File: config.mk
export PLATFORM = sky130hd
export DESIGN_NAME = vram_loader
export DESIGN_NICKNAME = d
export VERILOG_FILES = /design/src/rtl/vram_loader_pkg.sv /design/src/rtl/raster_counter.sv /design/src/rtl/vram_loader.sv
export SDC_FILE = /design/constraint.sdc
export NUM_CORES = 1
export LEC_CHECK = 0
export ABC_AREA = 1
export CAP_MARGIN = 20
export CORE_MARGIN = 2
export CORE_UTILIZATION = 39
export DETAILED_ROUTE_END_ITERATION = 8
export GPL_ROUTABILITY_DRIVEN = 1
export GPL_TIMING_DRIVEN = 0
export PLACE_DENSITY = 0.65
export SYNTH_ARGS = -nofsm -noshare
export SYNTH_HDL_FRONTEND = slang
export SYNTH_SLANG_ARGS = --single-unit
File: constraint.sdc
create_clock -name clk -period 1.29 [get_ports clk]
set_input_delay 0.258 -clock clk [delete_from_list [all_inputs] [get_ports clk]]
set_output_delay 0.258 -clock clk [all_outputs]
set_load 0.01 [all_outputs]
File: src/rtl/vram_loader_pkg.sv
// Shared defaults and FSM encoding for the sprite VRAM loader and its raster counter.
package vram_loader_pkg;

  localparam int ENTITYSIZE_DEF = 32;
  localparam int DATA_WIDTH_DEF = 8;

  typedef enum logic [1:0] {
    IDLE = 2'd0,
    LOAD = 2'd1,
    DONE = 2'd2
  } state_t;

endpackage

File: src/rtl/raster_counter.sv
// Two-dimensional col/row counter walking a SIZE x SIZE tile in raster order.
module raster_counter
  import vram_loader_pkg::*;
#(
  parameter int SIZE = ENTITYSIZE_DEF,
  localparam int CW = $clog2(SIZE)
) (
  input  logic          clk,
  input  logic          i_rst_n,
  input  logic          i_clear,
  input  logic          i_enable,
  output logic [CW-1:0] o_col,
  output logic [CW-1:0] o_row,
  output logic          o_last
);

  logic [CW-1:0] col_reg, col_next;
  logic [CW-1:0] row_reg, row_next;
  logic          col_end;
  logic          row_end;

  assign col_end = (col_reg == CW'(SIZE - 1));
  assign row_end = (row_reg == CW'(SIZE - 1));

  // Clear wins over enable; after the last pixel both axes wrap back to the origin.
  always_comb begin
    col_next = col_reg;
    row_next = row_reg;
    if (i_clear) begin
      col_next = '0;
      row_next = '0;
    end else if (i_enable) begin
      if (col_end) begin
        col_next = '0;
        row_next = row_end ? '0 : row_reg + CW'(1);
      end else begin
        col_next = col_reg + CW'(1);
      end
    end
  end

  always_ff @(posedge clk) begin
    if (!i_rst_n) begin
      col_reg <= '0;
      row_reg <= '0;
    end else begin
      col_reg <= col_next;
      row_reg <= row_next;
    end
  end

  assign o_col  = col_reg;
  assign o_row  = row_reg;
  assign o_last = col_end && row_end;

endmodule

File: src/rtl/vram_loader.sv
// Streams a pixel byte stream into the sprite RAM in raster order, only while blanking.
module vram_loader
  import vram_loader_pkg::*;
#(
  parameter int ADDR_WIDTH = 10,
  parameter int DATA_WIDTH = DATA_WIDTH_DEF,
  parameter int ENTITYSIZE = ENTITYSIZE_DEF
) (
  input  logic                  clk,
  input  logic                  i_rst_n,
  input  logic                  i_start,
  input  logic                  i_abort,
  input  logic                  i_blank,
  input  logic                  i_valid,
  input  logic [DATA_WIDTH-1:0] i_data,
  output logic                  o_ready,
  output logic                  o_mem_write,
  output logic [ADDR_WIDTH-1:0] o_mem_addr,
  output logic [DATA_WIDTH-1:0] o_mem_data,
  output logic                  o_busy,
  output logic                  o_done
);

  localparam int CW = $clog2(ENTITYSIZE);

  state_t state_reg, state_next;

  logic                  ready;
  logic                  transfer;
  logic                  cnt_clear;
  logic [CW-1:0]         col;
  logic [CW-1:0]         row;
  logic                  last_pixel;
  logic [ADDR_WIDTH-1:0] pix_addr;

  logic                  mem_write_reg;
  logic [ADDR_WIDTH-1:0] mem_addr_reg;
  logic [DATA_WIDTH-1:0] mem_data_reg;

  raster_counter #(
    .SIZE (ENTITYSIZE)
  ) u_raster_counter (
    .clk      (clk),
    .i_rst_n  (i_rst_n),
    .i_clear  (cnt_clear),
    .i_enable (transfer),
    .o_col    (col),
    .o_row    (row),
    .o_last   (last_pixel)
  );

  // Edge length is a power of two, so row*ENTITYSIZE + col is just {row, col}.
  always_comb begin
    pix_addr = '0;
    pix_addr[2*CW-1:0] = {row, col};
  end

  assign ready    = (state_reg == LOAD) && i_blank && !i_abort;
  assign transfer = i_valid && ready;

  always_comb begin
    state_next = state_reg;
    cnt_clear  = 1'b0;
    case (state_reg)
      IDLE: begin
        if (i_start) begin
          state_next = LOAD;
          cnt_clear  = 1'b1;
        end
      end
      LOAD: begin
        if (i_abort) begin
          state_next = IDLE;
          cnt_clear  = 1'b1;
        end else if (transfer && last_pixel) begin
          state_next = DONE;
        end
      end
      DONE:    state_next = IDLE;
      default: state_next = IDLE;
    endcase
  end

  always_ff @(posedge clk) begin
    if (!i_rst_n) begin
      state_reg <= IDLE;
    end else begin
      state_reg <= state_next;
    end
  end

  // Address and data only move on a transfer so they hold between writes.
  always_ff @(posedge clk) begin
    if (!i_rst_n) begin
      mem_write_reg <= 1'b0;
      mem_addr_reg  <= '0;
      mem_data_reg  <= '0;
    end else begin
      mem_write_reg <= transfer;
      if (transfer) begin
        mem_addr_reg <= pix_addr;
        mem_data_reg <= i_data;
      end
    end
  end

  assign o_ready     = ready;
  assign o_mem_write = mem_write_reg;
  assign o_mem_addr  = mem_addr_reg;
  assign o_mem_data  = mem_data_reg;
  assign o_busy      = (state_reg == LOAD);
  assign o_done      = (state_reg == DONE);

endmodule

==> flow_summary.ini, run 1 <==
[run_status]
outcome = finished with violations
violations = negative setup slack

[global_routing]
grt_pass1_vias = 1301
grt_max_degree = 11
grt_usage_pct = 19.3
antenna_found_initial = 0
overflow = 0
grt_pass1_wl_mm = 5.98

[final_layout]
n_antenna_cell = 0
fillers = 288
multi_input_area_sq_um = 782
final_cells = 285
drive_above_1_share_pct = 33.9
fin_nets = 256
syn_to_final_growth_pct = 60.6
largest_reg_flops = 10
seq_area_sq_um = 636

[place]
gp_congestion = 0.774
port_buffers = 35
pre_cts_ws_ns = -0.722
dpl.hpwl_mm = 2.31
placed_cells = 256

[power]
pwr-share-seq_pct = 50.1
swShare_pct = 22.4
power_frac_comb_pct = 8.8
ir_worst_vdd_v = 0.000851
p_per_area_mw_per_mm2 = 890
power_frac_clock_pct = 41.1
power_mw = 1.94
p_int_mw = 1.50
p_sw_mw = 0.434
p_leak_nw = 0.880

[logic_synthesis]
syn_area_sq_mm = 0.00135
yosysSeqAreaShare_pct = 45.8
yosys_warnings = 0
ys_top_cells_by_area = dfxtp_1, nand2_1, a21oi_1, ha_1, nor2_1
ys_async_sr_fraction_pct = 0
synth_ff_type = dfxtp_1
post-synth-top-count-cell = nand2_1
yosysTopAreaCellShare_pct = 45.8
synth.mux.area_fraction_pct = 0
synth_common_cells = nand2_1, dfxtp_1, a21oi_1, nor2_1, inv_1
synth-compound-area-share_pct = 10.7
synth-edff-count = 0
synth_cell_types = 22
syn-num-nets = 193
synth_top_family_by_area = simple AND/OR/NAND/NOR gates
synth_xor_area_share_pct = 0
yosys.area_share.adder_pct = 3.70
avgSynthCellArea_sq_um = 7.74
synth-seq-cells = 31
syn_inst = 175
synth_top_area_cell = dfxtp_1
synth-simple-area-share_pct = 32.3

[floorplanning]
start_util_pct = 40.6
core_region_area_sq_mm = 0.00334
die-area_sq_mm = 0.00396
num_rows = 21
die_w_um = 62.9
pin_count = 36
fp.dieH_um = 62.9

[worst_setup_path]
end_kind = flop
cp.arrival_ns = 1.64
crit_path_start_kind = flop
required_ns = 1.54
critPathKind = reg -> reg
crit_fanout = 4

[timing]
setup_ws_ns = -0.103
finalCritPeriodShare_pct = 108
clock.fmax_mhz = 718
finalMaxSlewViolations = 0
max_slew.worst_pin.slew_ns = 0.516
fin_crit_ns = 1.39
hold_violations = 0
fin_skew_ns = 0.0113
rsz0062_at_grt = true
setup_violations = 32
slew_headroom_pct = 65.6

[clock_network]
ctsHoldBuffers = 0
cts_root_buf = clkbuf_4
cts_buffers = 5
cts_tree = yes
clk_pin_slew_ns = 0.10
h-tree-depth = 2
clk_latency_ns = 0.33
cts_sinks = 31
cts.path.max_buffers = 2

[detailed_routing]
vias = 1437
wirelength_mm = 3.98
avgRoutedWirePerCell_um = 14.0
drtIter0Drc = 42
ant_nets = 0
dr.pass1.iters = 4
drcViolationCount = 0
via_per_inst = 5.04

[run]
drv_cap = 0

[min_path]
hp-class = reg -> reg
## worst max-delay path, stage by stage (launching register included)
cell     delay, ns
dfxtp_2       0.37
ha_4          0.16
inv_4         0.04
nor3_4        0.16
ha_4          0.22
inv_6         0.05
nor2_4        0.10
nand2_1       0.06
a21oi_1       0.15
## path summary, 6_finish.rpt
path,from,end,slack (ns),cells past startpoint
worst min register to register,o_mem_addr[1],o_mem_addr[1],0.46,2
worst max-delay path,u_raster_counter.o_col[0],u_raster_counter.o_row[0],-0.10,8
worst min-delay path,o_mem_addr[1],o_mem_addr[1],0.46,2
worst max register to register,u_raster_counter.o_col[0],u_raster_counter.o_row[0],-0.10,8
## timing repair
item,CTS,global route
cloned,2,2
setup endpoints to repair,51,33
hold endpoints to repair,0,0
pin swaps,13,11
setup buffers,12,5
gates resized for setup,65,21
## layer usage
metal  global-route usage [%]  part of all wire [%]  vias up  wire [um]
li1                         -                     -      696          -
met1                     22.7                    41      682       1640
met2                     32.8                    51       50       2050
met3                     5.41                   5.3        9        213
met4                     8.06                   2.1        0         82
met5                        0                     0        -          0
## cells by family after synthesis
family,count (synthesis)
flip-flops,31
buffers and inverters,20
adder cells (fa/ha/maj),4
AO/OA/AOI/OAI,28
AND/OR/NAND/NOR,92
## cells in the final DEF, fill, tap and decap left out
cell	n
ha_4	3
dfxtp_4	2
a21oi_1	18
a21oi_2	8
nand3_4	2
nand4_4	1
nand4_2	1
ha_2	1
nor2_2	1
o21ai_1	1
nand4_1	3
nor3b_2	1
inv_1	9
buf_2	1
nand3_2	3
o22ai_1	1
nor2_4	4
inv_2	2
nor3_4	2
clkbuf_8	1
dfxtp_2	6
buf_4	13
bufinv_16	1
inv_4	2
clkbuf_1	2
nand2_2	5
buf_6	13
clkinv_2	1
nand2_1	54
nand3_1	5
dlygate4sd2_1	21
dfxtp_1	23
clkdlybuf4s50_1	11
nor3_2	1
inv_6	1
clkbuf_4	5
nor2_1	10
## power groups by stage
stage	clock network, mW	registers, mW	logic [mW]
finish	0.795	0.969	0.171
global route	0.865	0.971	0.181
CTS	0.811	0.968	0.148
detailed placement	0	0.990	0.136
global placement	0	0.990	0.134
floorplan	0	0.992	0.0582
## cell type report
class	count	share of cell area, %
Buffer	6	2.24
Clock buffer	6	2.36
Clock inverter	2	1.61
Inverter	14	2.88
Multi-Input combinational cell	125	36.0
Sequential cell	31	29.2
Tap cell	46	2.65
Timing Repair Buffer	55	23.1
## through the flow
stage / instance area [sq um] / hold slack, ns / utilization [%] / TNS, ns
floorplan: 1370 / 0.401 / - / 0
global placement: 1780 / 0.450 / 53.3 / -11.17
detailed placement: 1780 / 0.455 / 53.3 / -11.75
CTS: 2040 / 0.467 / 61.0 / -0.272
global route: 2170 / 0.456 / 65.2 / -3.55
finish: 2170 / 0.464 / 65.2 / -1.83
No activity file was read; power rests on OpenSTA's default activity.
==> run 2, diff against run 1 <==
--- a/config.mk
+++ b/config.mk
@@ -9,8 +9,9 @@
 export CAP_MARGIN = 20
 export CORE_MARGIN = 2
 export CORE_UTILIZATION = 39
+export CTS_CLUSTER_SIZE = 30
 export DETAILED_ROUTE_END_ITERATION = 8
-export GPL_ROUTABILITY_DRIVEN = 1
+export GPL_ROUTABILITY_DRIVEN = 0
 export GPL_TIMING_DRIVEN = 0
 export PLACE_DENSITY = 0.65
 export SYNTH_ARGS = -nofsm -noshare
==> results of run 2 <==
Same layout as run 1: the final DEF is identical, and so are final timing and power.
